File: config.mk
export PLATFORM = sky130hd
export DESIGN_NAME = c1541_gcr_dec_flat
export DESIGN_NICKNAME = d
export VERILOG_FILES = /design/src/rtl/c1541_gcr_dec_if.sv /design/src/rtl/c1541_gcr_dec.sv /design/src/flat_wrapper.sv
export SDC_FILE = /design/constraint.sdc
export NUM_CORES = 1
export LEC_CHECK = 0
export ABC_AREA = 1
export CAP_MARGIN = 20
export CELL_PAD_IN_SITES_DETAIL_PLACEMENT = 1
export CELL_PAD_IN_SITES_GLOBAL_PLACEMENT = 2
export CORE_AREA = 2 2 120 122
export DETAILED_ROUTE_END_ITERATION = 10
export DIE_AREA = 0 0 122 124
export PLACE_DENSITY = 0.88
export SETUP_SLACK_MARGIN = 0.05
export SYNTH_ARGS = -nofsm -noshare
export SYNTH_HDL_FRONTEND = slang
export SYNTH_SLANG_ARGS = --single-unit
File: constraint.sdc
create_clock -name clk32 -period 5.05 [get_ports clk32]
set_clock_uncertainty 0.2 [all_clocks]
set_input_delay 1.01 -clock clk32 [delete_from_list [all_inputs] [get_ports clk32]]
set_output_delay 1.01 -clock clk32 [all_outputs]
set_load 0.005 [all_outputs]
File: src/rtl/c1541_gcr_dec_if.sv
// rtl/c1541_gcr_dec_if.sv - bit source, sector RAM write and block status signals of the GCR decoder
interface c1541_gcr_dec_if;
    logic       bit_en;
    logic       bit_in;
    logic [5:0] track;
    logic       sync;
    logic [4:0] sector;
    logic [7:0] ram_addr;
    logic [7:0] ram_di;
    logic       ram_we;
    logic       stat_valid;
    logic       stat_hdr;
    logic [2:0] err;

    modport master (
        output bit_en, bit_in, track,
        input  sync, sector, ram_addr, ram_di, ram_we, stat_valid, stat_hdr, err
    );

    modport slave (
        input  bit_en, bit_in, track,
        output sync, sector, ram_addr, ram_di, ram_we, stat_valid, stat_hdr, err
    );
endinterface

File: src/rtl/c1541_gcr_dec.sv
// rtl/c1541_gcr_dec.sv - bit-serial 1541 GCR decoder: sync hunt, framing, header/data validation
module c1541_gcr_dec (
    input  logic           clk32,
    input  logic           reset,
    c1541_gcr_dec_if.slave bus
);
    typedef enum logic [1:0] {HUNT, ID, HDR, DATA} state_t;

    state_t     state;
    logic [3:0] ones_cnt;
    logic [8:0] shreg;
    logic [3:0] bit_cnt;
    logic [8:0] byte_cnt;
    logic [7:0] acc;
    logic [7:0] sec_rx;
    logic [7:0] trk_rx;
    logic       gcr_bad;
    logic       hdr_ok;
    logic [5:0] track_q;

    // Returns {bad, nibble}; illegal codes decode as 0 with bad set.
    function automatic logic [4:0] gcr_nib(input logic [4:0] code);
        logic [4:0] r;
        case (code)
            5'b01010: r = 5'h00;
            5'b01011: r = 5'h01;
            5'b10010: r = 5'h02;
            5'b10011: r = 5'h03;
            5'b01110: r = 5'h04;
            5'b01111: r = 5'h05;
            5'b10110: r = 5'h06;
            5'b10111: r = 5'h07;
            5'b01001: r = 5'h08;
            5'b11001: r = 5'h09;
            5'b11010: r = 5'h0A;
            5'b11011: r = 5'h0B;
            5'b01101: r = 5'h0C;
            5'b11101: r = 5'h0D;
            5'b11110: r = 5'h0E;
            5'b10101: r = 5'h0F;
            default:  r = 5'h10;
        endcase
        return r;
    endfunction

    logic [9:0] word;
    logic [4:0] dec_hi;
    logic [4:0] dec_lo;
    logic [7:0] byte_val;
    logic       gcr_bad_n;
    logic       sync_hit;
    logic [2:0] hdr_err;
    logic [2:0] dat_err;

    // acc holds the XOR of all bytes before the last one, so a match means the block checksum holds.
    always_comb begin
        word      = {shreg, bus.bit_in};
        dec_hi    = gcr_nib(word[9:5]);
        dec_lo    = gcr_nib(word[4:0]);
        byte_val  = {dec_hi[3:0], dec_lo[3:0]};
        gcr_bad_n = gcr_bad | dec_hi[4] | dec_lo[4];
        sync_hit  = bus.bit_en & bus.bit_in & (ones_cnt == 4'd9);
        hdr_err   = 3'd0;
        if (gcr_bad_n)
            hdr_err = 3'd3;
        else if (acc != byte_val)
            hdr_err = 3'd1;
        else if (trk_rx != {2'b00, bus.track} || sec_rx > 8'd20)
            hdr_err = 3'd5;
        dat_err = gcr_bad_n ? 3'd3 : (acc != byte_val) ? 3'd2 : 3'd0;
    end

    assign bus.sync = (ones_cnt == 4'd10);

    always_ff @(posedge clk32) begin
        if (reset) begin
            state          <= HUNT;
            ones_cnt       <= 4'd0;
            shreg          <= 9'd0;
            bit_cnt        <= 4'd0;
            byte_cnt       <= 9'd0;
            acc            <= 8'd0;
            sec_rx         <= 8'd0;
            trk_rx         <= 8'd0;
            gcr_bad        <= 1'b0;
            hdr_ok         <= 1'b0;
            track_q        <= bus.track;
            bus.sector     <= 5'd0;
            bus.ram_addr   <= 8'd0;
            bus.ram_di     <= 8'd0;
            bus.ram_we     <= 1'b0;
            bus.stat_valid <= 1'b0;
            bus.stat_hdr   <= 1'b0;
            bus.err        <= 3'd0;
        end else begin
            bus.ram_we     <= 1'b0;
            bus.stat_valid <= 1'b0;
            track_q        <= bus.track;

            if (bus.bit_en) begin
                if (!bus.bit_in)
                    ones_cnt <= 4'd0;
                else if (ones_cnt != 4'd10)
                    ones_cnt <= ones_cnt + 4'd1;
            end

            if (bus.track != track_q) begin
                hdr_ok     <= 1'b0;
                bus.sector <= 5'd0;
                state      <= HUNT;
            end else if (bus.bit_en) begin
                case (state)
                    HUNT: begin
                        // The zero that ends a sync mark is the first bit of the ID byte.
                        if (!bus.bit_in && ones_cnt == 4'd10) begin
                            state    <= ID;
                            shreg    <= 9'd0;
                            bit_cnt  <= 4'd1;
                            byte_cnt <= 9'd0;
                            acc      <= 8'd0;
                            gcr_bad  <= 1'b0;
                        end
                    end
                    default: begin
                        if (sync_hit) begin
                            if (state != ID) begin
                                bus.stat_valid <= 1'b1;
                                bus.stat_hdr   <= (state == HDR);
                                bus.err        <= 3'd4;
                                hdr_ok         <= 1'b0;
                            end
                            state <= HUNT;
                        end else if (bit_cnt != 4'd9) begin
                            shreg   <= {shreg[7:0], bus.bit_in};
                            bit_cnt <= bit_cnt + 4'd1;
                        end else begin
                            bit_cnt  <= 4'd0;
                            gcr_bad  <= gcr_bad_n;
                            byte_cnt <= byte_cnt + 9'd1;
                            case (state)
                                ID: begin
                                    byte_cnt <= 9'd0;
                                    acc      <= 8'd0;
                                    if (byte_val == 8'h08) begin
                                        state <= HDR;
                                    end else if (byte_val == 8'h07 && hdr_ok) begin
                                        state <= DATA;
                                    end else begin
                                        state <= HUNT;
                                        if (byte_val == 8'h07) begin
                                            bus.stat_valid <= 1'b1;
                                            bus.stat_hdr   <= 1'b0;
                                            bus.err        <= 3'd6;
                                        end
                                    end
                                end
                                HDR: begin
                                    acc <= acc ^ byte_val;
                                    if (byte_cnt == 9'd1) sec_rx <= byte_val;
                                    if (byte_cnt == 9'd2) trk_rx <= byte_val;
                                    if (byte_cnt == 9'd4) begin
                                        state          <= HUNT;
                                        bus.stat_valid <= 1'b1;
                                        bus.stat_hdr   <= 1'b1;
                                        bus.err        <= hdr_err;
                                        hdr_ok         <= (hdr_err == 3'd0);
                                        if (hdr_err == 3'd0)
                                            bus.sector <= sec_rx[4:0];
                                    end
                                end
                                DATA: begin
                                    if (byte_cnt[8]) begin
                                        state          <= HUNT;
                                        bus.stat_valid <= 1'b1;
                                        bus.stat_hdr   <= 1'b0;
                                        bus.err        <= dat_err;
                                        hdr_ok         <= 1'b0;
                                    end else begin
                                        bus.ram_we   <= 1'b1;
                                        bus.ram_addr <= byte_cnt[7:0];
                                        bus.ram_di   <= byte_val;
                                        acc          <= acc ^ byte_val;
                                    end
                                end
                                default: state <= HUNT;
                            endcase
                        end
                    end
                endcase
            end
        end
    end
endmodule

File: src/flat_wrapper.sv
// flat-port wrapper written by rule: the top's interface ports become plain ports
module c1541_gcr_dec_flat 
  (clk32, reset, bus_bit_en, bus_bit_in, bus_track, bus_sync, bus_sector, bus_ram_addr, bus_ram_di, bus_ram_we, bus_stat_valid, bus_stat_hdr, bus_err);
  c1541_gcr_dec_if bus_i ();
  input  logic clk32;
  input  logic reset;
  input wire logic [$bits(bus_i.bit_en)-1:0] bus_bit_en;
  input wire logic [$bits(bus_i.bit_in)-1:0] bus_bit_in;
  input wire logic [$bits(bus_i.track)-1:0] bus_track;
  output wire logic [$bits(bus_i.sync)-1:0] bus_sync;
  output wire logic [$bits(bus_i.sector)-1:0] bus_sector;
  output wire logic [$bits(bus_i.ram_addr)-1:0] bus_ram_addr;
  output wire logic [$bits(bus_i.ram_di)-1:0] bus_ram_di;
  output wire logic [$bits(bus_i.ram_we)-1:0] bus_ram_we;
  output wire logic [$bits(bus_i.stat_valid)-1:0] bus_stat_valid;
  output wire logic [$bits(bus_i.stat_hdr)-1:0] bus_stat_hdr;
  output wire logic [$bits(bus_i.err)-1:0] bus_err;
  assign bus_i.bit_en = bus_bit_en;
  assign bus_i.bit_in = bus_bit_in;
  assign bus_i.track = bus_track;
  assign bus_sync = bus_i.sync;
  assign bus_sector = bus_i.sector;
  assign bus_ram_addr = bus_i.ram_addr;
  assign bus_ram_di = bus_i.ram_di;
  assign bus_ram_we = bus_i.ram_we;
  assign bus_stat_valid = bus_i.stat_valid;
  assign bus_stat_hdr = bus_i.stat_hdr;
  assign bus_err = bus_i.err;
  c1541_gcr_dec u_core (.clk32(clk32), .reset(reset), .bus(bus_i));
endmodule
==> impl_results.md <==
* Syn-to-layout area delta at 16.9%
* Core area at 13700 um^2
* Leakage at 0.00241 uW
* Min Tclk post-route at 3.59 ns
* GP Congestion at 0.856
* Status: completed
* Synth top area cells: dfxtp_1, nand2_1, inv_1
* Vias/cell at 5.01
* Initial antenna violation count at 0
* Setup Viol. Count Final at 0
* Max_slew headroom at 52.2%
* Wire length per cell at 15.4 um
* Hold Crit Class: reg2reg
* Crit path DAT at 3.68 ns
* Hold Path Cell Cnt at 2
* CTS tree: built
* Crit path cell chain: clkdlybuf4s50_1, inv_2, ha_1, inv_1, nand2_1, nand2_1, nand2_1, nand2_1, nand2_1, nand2_1, nand3_1, nor2_2, nand3_1, nor3_2, nor2_1, nor2_1
* GR Overflow Total at 0
* Routed Wire Length at 14200 um
* F_max at 278 MHz
* Max Cap Viol at 0
* Syn Nets at 734
* Asr flop ratio synth at 0%
* Via count at 4615
* CTS Buf Count at 9
* Setup TNS at 0 ns
* Total Power at 1480 uW
* Number of synthesized flops with an enable pin at 0
* Reg2Reg Depth at 14
* Clk_lat worst skew at 0.35 ns
* Die Wd at 122 um
* Post-Synth XOR/XNOR Area at 1.42%
* Root buffer cell: clkbuf_16
* H-tree Lvls at 3
* CP max stage delay at 0.68 ns
* PwrDens at 257 nW/um^2
* Slowest CP cell: clkdlybuf4s50_1
* All-Layer GR Usage at 20.0%
* Critical path type: in2reg
* Initial DRC Count at 236
* Max-slew violations at 0
* Count of cell types in the netlist at 51
* Setup crit start kind: input port
* Unrepaired setup endpoints after global routing: false
* Die H at 124 um
* Synth Area in Compound Gates at 13.9%
* Ports at 38
* Die Area at 15100 um^2
* Worst-Margin Slew at 0.715 ns
* Cell Rows at 43
* Ys Warns at 0
* Fillers at 1771
* Area of the multi-input gates at 2600 um^2
* Register area at 1840 um^2
* Synth Area in Adders at 5.09%
* Syn_area_per_cell at 6.98 um^2
* CTS clk-pin slew, worst paths at 0.07 ns
* Antenna Cells at 0
* Hold buffers post-CTS at 0
* Sequential cell area fraction in the yosys report at 37.5%
* Main combinational cell family by area after synthesis: simple AND/OR/NAND/NOR gates
* Resized Gates After CTS at 0
* Synthesized-area fraction occupied by and/or/nand/nor cells at 32.4%
* #FFs+latches synth at 92
* Crit-path most repeated cell: nand2_1
* Commonest cells after routing, fill and taps aside: nand2_1, dfxtp_1, inv_1
* CP Max Fanout at 9
* Vias in the first global route at 4652
* Largest net degree at the start of global routing at 44
* Post-synthesis mux area share at 0%
* Syn Inst Count at 704
* Clk sinks at 92
* Critical path required time at 5.13 ns
* Drt drc at 0
* Commonest non-fill, non-tap cell in the layout: nand2_1
* Final ANT Viol Nets at 0
* IO Port Bufs at 37
* Crit share post-route at 71.1%
* HPWL Detailed at 10900 um
* First-pass GRT wire length at 23500 um
* Final count of hold timing violations at 0
* Buf/Inv on CP at 3
* Delay-heaviest family, CP: simple AND/OR/NAND/NOR gates
* Cell count along the critical path at 16
* Maximum root-to-sink buffer count at 2
* Mapped Area at 4920 um^2
* Drt pass-1 iters at 6
* Hold WS at 0.247 ns
* DP Area at 5450 um^2
* Share of cells above drive strength 1 at 7.95%
* Post-Layout Inst Area at 5750 um^2
* # Post-CTS Setup Buffers at 0
* Post-synth top flop: dfxtp_1
* Final core utilization at 41.9%
* Top-area cell type share of the netlist area at 37.5%
* Area leader, netlist: dfxtp_1
* Nets at 767
* Maximum vdd drop at 0.000184 V
* Crit end category: flip-flop
* Initial core utilization at 35.8%
-- synthesized netlist by cell type (6+ instances only) --
cell type  number
inv_1          90
a211oi_1        9
nor3_1          6
nand4_1        12
nor2_1         69
o21ai_0        42
nand3_1        53
nor2_4          6
inv_2           9
ha_1           20
nor2_2          6
a21oi_1        59
clkbuf_1       10
xor2_1          6
nand2_1       162
dfxtp_1        92
-- layout make-up --
cell class	instances	share of cell area, %
clock inverter	5	1.04
sequential	92	32.0
multi-input combinational	492	45.3
tap	180	3.92
inverter	102	6.66
timing repair buffer	40	6.84
clock buffer	11	4.22
-- registers in the layout, indices dropped and copies added, names as in the netlist, 4 cells and up --
| register | flops |
|---|---|
| u_core.bus.ram_addr | 8 |
| u_core.track_q | 6 |
| u_core.dec_hi | 5 |
| u_core.ones_cnt | 4 |
| u_core.bus.ram_di | 8 |
| u_core.bit_cnt | 4 |
| u_core.trk_rx | 8 |
| u_core.shreg | 9 |
| u_core.sec_rx | 8 |
| u_core.byte_cnt | 9 |
| u_core.bus.sector | 5 |
| u_core.acc | 8 |
-- power breakdown --
part / total (uW) / switching (uW) / internal (uW)
sequential: 731 / 2.43 / 729
clock: 699 / 299 / 399
combinational: 49.7 / 32.5 / 17.2
total: 1480 / 334 / 1150
-- routing by layer --
metal	vias up	wire, um	GRT usage (%)
li1	2341	-	-
met1	2207	6660	25.6
met2	53	6890	34.1
met3	14	473	4.03
met4	0	203	5.60
met5	-	0	0
-- through the flow --
step,cells,setup WS (ns)
4_1_cts,922,1.49
3_5_place_dp,906,1.13
6_report,922,1.46
3_3_place_gp,906,1.24
2_1_floorplan,704,2.12
5_1_grt,922,1.18
-- worst paths after layout --
| path | start | to | slack [ns] |
|---|---|---|---|
| worst max-delay path | bus_bit_in | u_core.bus.sector[0]$_SDFFE_PP0P_ | 1.46 |
| worst min-delay path | u_core.sec_rx[7]$_SDFFE_PP0P_ | u_core.sec_rx[7]$_SDFFE_PP0P_ | 0.25 |
| worst max register to register | u_core.state[1]$_SDFFE_PP0P_ | u_core.dec_hi[3]$_DFF_P_ | 2.14 |
| worst min register to register | u_core.sec_rx[7]$_SDFFE_PP0P_ | u_core.sec_rx[7]$_SDFFE_PP0P_ | 0.25 |
-- kinds of logic (layout without fill, tap and decap cells) --
logic type | after synthesis | after routing
adders and majority gates | 20 | 20
and+or+nand+nor | 339 | 339
xor gates and xnor gates | 8 | 8
buffers and inverters | 120 | 158
AOI/OAI and AO/OA | 125 | 125
DFF | 92 | 92
-- worst reg2reg max path: stages, from the launching register on --
cell	delay, ns
dfxtp_1	0.78
nor2_4	0.16
nor3_2	0.34
nor2_4	0.12
nand3_4	0.15
nand2_1	0.07
nand2_1	0.11
nand2_1	0.15
ha_1	0.34
nand3_1	0.10
nand2_1	0.07
nand2_1	0.06
nand2_1	0.05
nand2_1	0.06
nand2_1	0.05
Note: power is estimated with default switching activity, not from simulation.
